<file path="config.mk">
export PLATFORM = sky130hd
export DESIGN_NAME = line_buf_ctrl
export DESIGN_NICKNAME = d
export VERILOG_FILES = /design/src/rtl/line_buf_ctrl.sv
export SDC_FILE = /design/constraint.sdc
export NUM_CORES = 1
export LEC_CHECK = 0
export ABC_AREA = 1
export CORE_ASPECT_RATIO = 1.75
export CORE_MARGIN = 8
export CORE_UTILIZATION = 40
export DETAILED_ROUTE_END_ITERATION = 10
export PLACE_DENSITY = 0.69
export SYNTH_ARGS = -nofsm -noshare
export SYNTH_HDL_FRONTEND = slang
export SYNTH_SLANG_ARGS = --single-unit
</file>
<file path="constraint.sdc">
create_clock -name i_clk -period 3.2 [get_ports i_clk]
set_input_delay 0.64 -clock i_clk [delete_from_list [all_inputs] [get_ports i_clk]]
set_output_delay 0.64 -clock i_clk [all_outputs]
set_load 0.03 [all_outputs]
</file>
<file path="src/rtl/line_buf_ctrl.sv">
// rtl/line_buf_ctrl.sv - one-line delay sequencer around a single-port pixel RAM with output skid FIFO.
// Optional top-border padding when LINE_BUF_CTRL_ZERO_FILL_EN is defined.
module line_buf_ctrl #(
  parameter int LINE_WORDS = 76,
  parameter int ADDR_W     = 7,
  parameter int DATA_W     = 32
) (
  input  logic              i_clk,
  input  logic              i_rst_n,
  input  logic              i_in_valid,
  output logic              o_in_ready,
  input  logic              i_in_sof,
  input  logic [DATA_W-1:0] i_in_data,
  output logic              o_ram_write_en,
  output logic [ADDR_W-1:0] o_ram_addr,
  output logic [DATA_W-1:0] o_ram_wr_data,
  input  logic [DATA_W-1:0] i_ram_rd_data,
  output logic              o_out_valid,
  input  logic              i_out_ready,
  output logic [DATA_W-1:0] o_out_cur,
  output logic [DATA_W-1:0] o_out_prev,
  output logic              o_primed
);

`ifdef LINE_BUF_CTRL_ZERO_FILL_EN
  localparam bit ZERO_FILL = 1'b1;
`else
  localparam bit ZERO_FILL = 1'b0;
`endif

  localparam logic [ADDR_W-1:0] LAST_PTR  = ADDR_W'(LINE_WORDS - 1);
  localparam logic [ADDR_W:0]   FILL_DONE = (ADDR_W+1)'(LINE_WORDS);

  typedef enum logic {S_FILL, S_RUN} state_t;

  state_t              r_state, w_state_nxt;
  logic [ADDR_W:0]     r_fill_cnt, w_fill_nxt;
  logic [ADDR_W-1:0]   r_ptr, w_ptr_nxt;
  logic [ADDR_W-1:0]   r_addr_hold;
  logic [DATA_W-1:0]   r_wr_hold;
  logic                r_in_ready;
  logic                w_accept, w_emit, w_zero;
  logic [ADDR_W-1:0]   w_addr;

  logic                r_s1_valid, r_s1_emit, r_s1_zero;
  logic [DATA_W-1:0]   r_s1_cur;

  logic [DATA_W-1:0]   r_fifo_cur  [3];
  logic [DATA_W-1:0]   r_fifo_prev [3];
  logic [1:0]          r_wr_idx, r_rd_idx, r_occ, w_occ_nxt;
  logic                w_push, w_pop;
  logic [DATA_W-1:0]   w_push_prev;

  assign w_accept       = i_in_valid & r_in_ready;
  assign w_addr         = i_in_sof ? '0 : r_ptr;
  assign o_in_ready     = r_in_ready;
  assign o_ram_write_en = w_accept;
  assign o_ram_addr     = w_accept ? w_addr : r_addr_hold;
  assign o_ram_wr_data  = w_accept ? i_in_data : r_wr_hold;
  assign o_primed       = (r_state == S_RUN);

  always_ff @(posedge i_clk or negedge i_rst_n) begin
    if (!i_rst_n) begin
      r_state    <= S_FILL;
      r_fill_cnt <= '0;
      r_ptr      <= '0;
    end else begin
      r_state    <= w_state_nxt;
      r_fill_cnt <= w_fill_nxt;
      r_ptr      <= w_ptr_nxt;
    end
  end

  // A frame start always restarts the line fill, whatever state we were in.
  always_comb begin
    w_state_nxt = r_state;
    w_fill_nxt  = r_fill_cnt;
    w_ptr_nxt   = r_ptr;
    w_emit      = 1'b0;
    w_zero      = 1'b0;
    if (w_accept) begin
      if (i_in_sof) begin
        w_ptr_nxt   = ADDR_W'(1);
        w_fill_nxt  = (ADDR_W+1)'(1);
        w_state_nxt = S_FILL;
        w_emit      = ZERO_FILL;
        w_zero      = 1'b1;
      end else begin
        w_ptr_nxt = (r_ptr == LAST_PTR) ? '0 : r_ptr + 1'b1;
        case (r_state)
          S_FILL: begin
            w_emit     = ZERO_FILL;
            w_zero     = 1'b1;
            w_fill_nxt = r_fill_cnt + 1'b1;
            if (r_fill_cnt + 1'b1 == FILL_DONE) w_state_nxt = S_RUN;
          end
          default: w_emit = 1'b1;
        endcase
      end
    end
  end

  always_ff @(posedge i_clk or negedge i_rst_n) begin
    if (!i_rst_n) begin
      r_addr_hold <= '0;
      r_wr_hold   <= '0;
      r_s1_valid  <= 1'b0;
      r_s1_emit   <= 1'b0;
      r_s1_zero   <= 1'b0;
      r_s1_cur    <= '0;
    end else begin
      r_s1_valid <= w_accept;
      if (w_accept) begin
        r_addr_hold <= w_addr;
        r_wr_hold   <= i_in_data;
        r_s1_emit   <= w_emit;
        r_s1_zero   <= w_zero;
        r_s1_cur    <= i_in_data;
      end
    end
  end

  assign w_push      = r_s1_valid & r_s1_emit;
  assign w_pop       = o_out_valid & i_out_ready;
  assign w_push_prev = (ZERO_FILL && r_s1_zero) ? '0 : i_ram_rd_data;

  always_comb begin
    w_occ_nxt = r_occ;
    case ({w_push, w_pop})
      2'b10:   w_occ_nxt = r_occ + 2'd1;
      2'b01:   w_occ_nxt = r_occ - 2'd1;
      default: w_occ_nxt = r_occ;
    endcase
  end

  // in_ready is computed from next-cycle occupancy so it stays a pure register.
  always_ff @(posedge i_clk or negedge i_rst_n) begin
    if (!i_rst_n) begin
      r_wr_idx   <= '0;
      r_rd_idx   <= '0;
      r_occ      <= '0;
      r_in_ready <= 1'b1;
      for (int k = 0; k < 3; k++) begin
        r_fifo_cur[k]  <= '0;
        r_fifo_prev[k] <= '0;
      end
    end else begin
      if (w_push) begin
        r_fifo_cur[r_wr_idx]  <= r_s1_cur;
        r_fifo_prev[r_wr_idx] <= w_push_prev;
        r_wr_idx              <= (r_wr_idx == 2'd2) ? 2'd0 : r_wr_idx + 2'd1;
      end
      if (w_pop) r_rd_idx <= (r_rd_idx == 2'd2) ? 2'd0 : r_rd_idx + 2'd1;
      r_occ      <= w_occ_nxt;
      r_in_ready <= ({1'b0, w_occ_nxt} + {2'b00, w_accept}) <= 3'd2;
    end
  end

  assign o_out_valid = (r_occ != 2'd0);
  assign o_out_cur   = r_fifo_cur[r_rd_idx];
  assign o_out_prev  = r_fifo_prev[r_rd_idx];

endmodule

</file>
==> impl_metrics.py <==
metrics = {
    "die": {
        "start_util_pct": 40.33,
        "row_count": 84,
        "die_x_um": 147.1,
        "die_h_um": 245.5,
        "dieArea_sq_um": 36120,
        "ios": 176,
        "design.core.area_sq_um": 29850,
    },
    "critical_path": {
        "critPathLaunch": "r_rd_idx[1]",
        "crit_fanout": 41,
        "regToRegStartpoint": "r_occ[0]",
        "start_kind": "register",
        "critPathSlowestCell": "buf_4",
        "r2r_cells": 9,
        "r2r_end": "o_in_ready",
        "crit_path_end": "o_out_cur[24]",
        "critical_path_class": "register to output port",
        "cpPeakStageDelay_ps": 480,
        "end_kind": "output port",
        "regToRegSetupSlack_ps": 960,
        "path_common_cell": "buf_4",
        "cp_data_required_time_ps": 2560,
        "worstPathCellList": "inv_2 -> nor2_4 -> buf_4 -> nand2_1 -> nand3_1 -> buf_4",
        "worstPathArrival_ps": 2310,
    },
    "grt": {
        "grt.busiest_layer": "met2",
        "grt_max_degree": 97,
        "met1_usage_pct": 20.12,
        "grtUsageMet3_pct": 2.469,
        "gr-total-overflow": 0,
        "antenna_found_initial": 0,
        "grt_pass1_vias": 9813,
        "grt_pass1_wl_mm": 50.51,
        "grt_usage_pct": 17.12,
        "grt_use_met2_pct": 30.76,
    },
    "status": {
        "status": "complete, no violations",
    },
    "timing": {
        "tns_ps": 0,
        "maxSlewViolCount": 0,
        "finalWorstSetupSlack_ps": 247.8,
        "finClkSkew_ps": 29.25,
        "fmax_ghz": 0.3387,
        "post-route-period-util_pct": 92.26,
        "setup_violations": 0,
        "max_slew_margin_pct": 48.17,
        "layout_min_cycle_time_ps": 2952,
        "tightest_slew_ps": 777.5,
        "rsz0062_at_grt": "no",
        "finalHoldViolations": 0,
        "timing.hold.ws_ps": 63.68,
    },
    "drt": {
        "final_antenna_net_count": 0,
        "wirelength_mm": 30.94,
        "avgRoutedWirePerCell_um": 16.21,
        "drcViolationCount": 0,
        "vias": 9619,
        "drt-pass1-iter-count": 5,
        "vias_per_cell": 5.041,
        "first_iter_violations": 737,
    },
    "yosys": {
        "synth_top_area_share_pct": 59.67,
        "netlist_instances": 1351,
        "yosysUniqueCellTypes": 35,
        "synth_nets": 1426,
        "syn_area_sq_um": 12040,
        "yosysTopAreaCell": "dfrtp_1",
        "ys_ff_latch": 288,
        "ys.warnings.count": 0,
        "avgSynthCellArea_sq_um": 8.909,
        "ys_seq_area_share_pct": 59.89,
        "synth_area_leaders": "dfrtp_1 (60%), nand2_1 (14%), o21ai_1 (7.3%)",
    },
    "placed_design": {
        "place_area_sq_um": 13910,
        "portBuffers": 175,
        "place.gp.congestion": 0.7898,
        "pre_cts_slack_ps": 436.2,
        "dp_hpwl_mm": 19.79,
    },
    "clock_network": {
        "root_buffer": "clkbuf_16",
        "cts_buffers": 28,
        "clkSlewWorstSetupHoldPaths_ps": 70,
        "post_cts_buffers": 0,
        "ctsLongestPathBuffers": 3,
        "cts.sinks": 288,
        "postCtsResizedCells": 0,
        "htree_levels": 1,
        "cts_tree": "yes",
        "clk_latency_ps": 560,
        "postCtsHoldBufs": 0,
    },
    "cells_and_area": {
        "insertedDiodeCount": 0,
        "fin_util_pct": 49.92,
        "fin_area_sq_um": 14900,
        "area_growth_syn_to_layout_pct": 23.79,
        "final-seq-area_sq_um": 7209,
        "fillCellCount": 2861,
        "multiInputGateArea_sq_um": 4028,
        "layout.nets": 1574,
        "drive_gt1_share_pct": 13.28,
    },
    "flow_run": {
        "cap_violations": 0,
    },
    "hold_path": {
        "hp-class": "input pin to async pin",
    },
    "pwr": {
        "p_per_area_nw_per_um2": 1151,
        "cellLeakagePower_uw": 0.007296,
        "peakVddDrop_mv": 0.5853,
    },
}
## Yosys cell counts
cell type	count
a41oi_1	1
a21oi_1	5
o21ai_0	71
dfstp_2	1
dfrtp_1	287
buf_1	2
nor3_2	1
clkinv_2	1
a21oi_2	1
buf_2	48
clkbuf_1	10
xor2_1	2
or2_2	1
and3b_1	1
ha_1	6
nand4_1	1
nand3_2	5
o32ai_1	1
buf_6	7
xnor2_1	1
nand3_1	138
nor2_1	10
buf_4	15
nor2_2	3
o22ai_1	4
nor3_1	1
o21ai_1	175
o21bai_1	2
a21o_1	1
nand2_2	4
o211ai_1	1
inv_2	3
nor2_4	1
nand2_1	450
inv_1	90
## layout make-up
type | instances | area share (%)
tap | 387 | 3.250
clock inverter | 17 | 1.503
clock buffer | 35 | 5.147
timing repair buffer | 200 | 12.31
inverter | 94 | 2.376
sequential | 288 | 48.38
multi-input combinational | 887 | 27.03
## how the worst min path moves through the flow
stage,depth (start not counted),slack (ps),start,endpoint
finish,1,60,i_rst_n,r_addr_hold[4]
global route,1,110,i_rst_n,r_addr_hold[4]
CTS,1,100,i_rst_n,r_addr_hold[6]
detailed placement,2,460,r_wr_hold[18],r_wr_hold[18]
global placement,2,460,r_addr_hold[3],r_addr_hold[3]
floorplan,0,340,i_rst_n,o_primed
## layer usage
layer  vias up  share of wire, %
met2       260                52
li1       4665                 -
met3        51               4.7
met1      4643                41
met5         -                 0
met4         0               3.0
## flip-flops by register name, summed over array words and instances, names as in the netlist
signal / count
o_in_ready: 1
o_primed: 1
r_addr_hold: 7
r_fifo_cur: 96
r_fifo_prev: 96
r_fill_cnt: 8
r_occ: 2
r_ptr: 7
r_rd_idx: 2
r_s1_cur: 32
r_s1_emit: 1
r_s1_valid: 1
r_wr_hold: 32
r_wr_idx: 2
## worst max-delay path: cells and delay by family, from the launching register on
kind	cells	cell delay, ps
buffers and inverters	3	910
DFF	1	410
and+or+nand+nor	3	410
## cell families (layout without fill, tap and decap cells)
family	after synthesis	in the layout	share of synthesized area, %
AO/OA/AOI/OAI	262	262	11.11
XOR/XNOR	3	3	0.2183
AND/OR/NAND/NOR	616	616	21.26
buffers and inverters	176	346	6.902
flip-flops	288	288	59.89
adder cells (fa/ha/maj)	6	6	0.6237
## cell usage in the layout (no fill, tap or decap), types with 6 or more instances in the layout
cell,netlist,final
nand3_1,138,138
buf_4,15,117
inv_1,90,90
o21ai_1,175,175
nor2_1,10,9
o21ai_0,71,71
nand2_1,450,450
clkbuf_16,0,28
clkdlybuf4s50_1,0,70
buf_12,0,12
ha_1,6,6
dfrtp_1,287,286
## power breakdown
| group | internal, uW | leakage [uW] | switching [uW] |
|---|---|---|---|
| Sequential | 5290 | 0.00359 | 786 |
| Combinational | 2630 | 0.00323 | 4950 |
| Clock | 2050 | 0.000476 | 1450 |
## metrics by stage
stage,total power [uW],cells
CTS,17390,1908
finish,17150,1908
global route,18290,1908
detailed placement,13800,1856
floorplan,10870,1351
global placement,13650,1856
(Power assumes the default switching activity.)
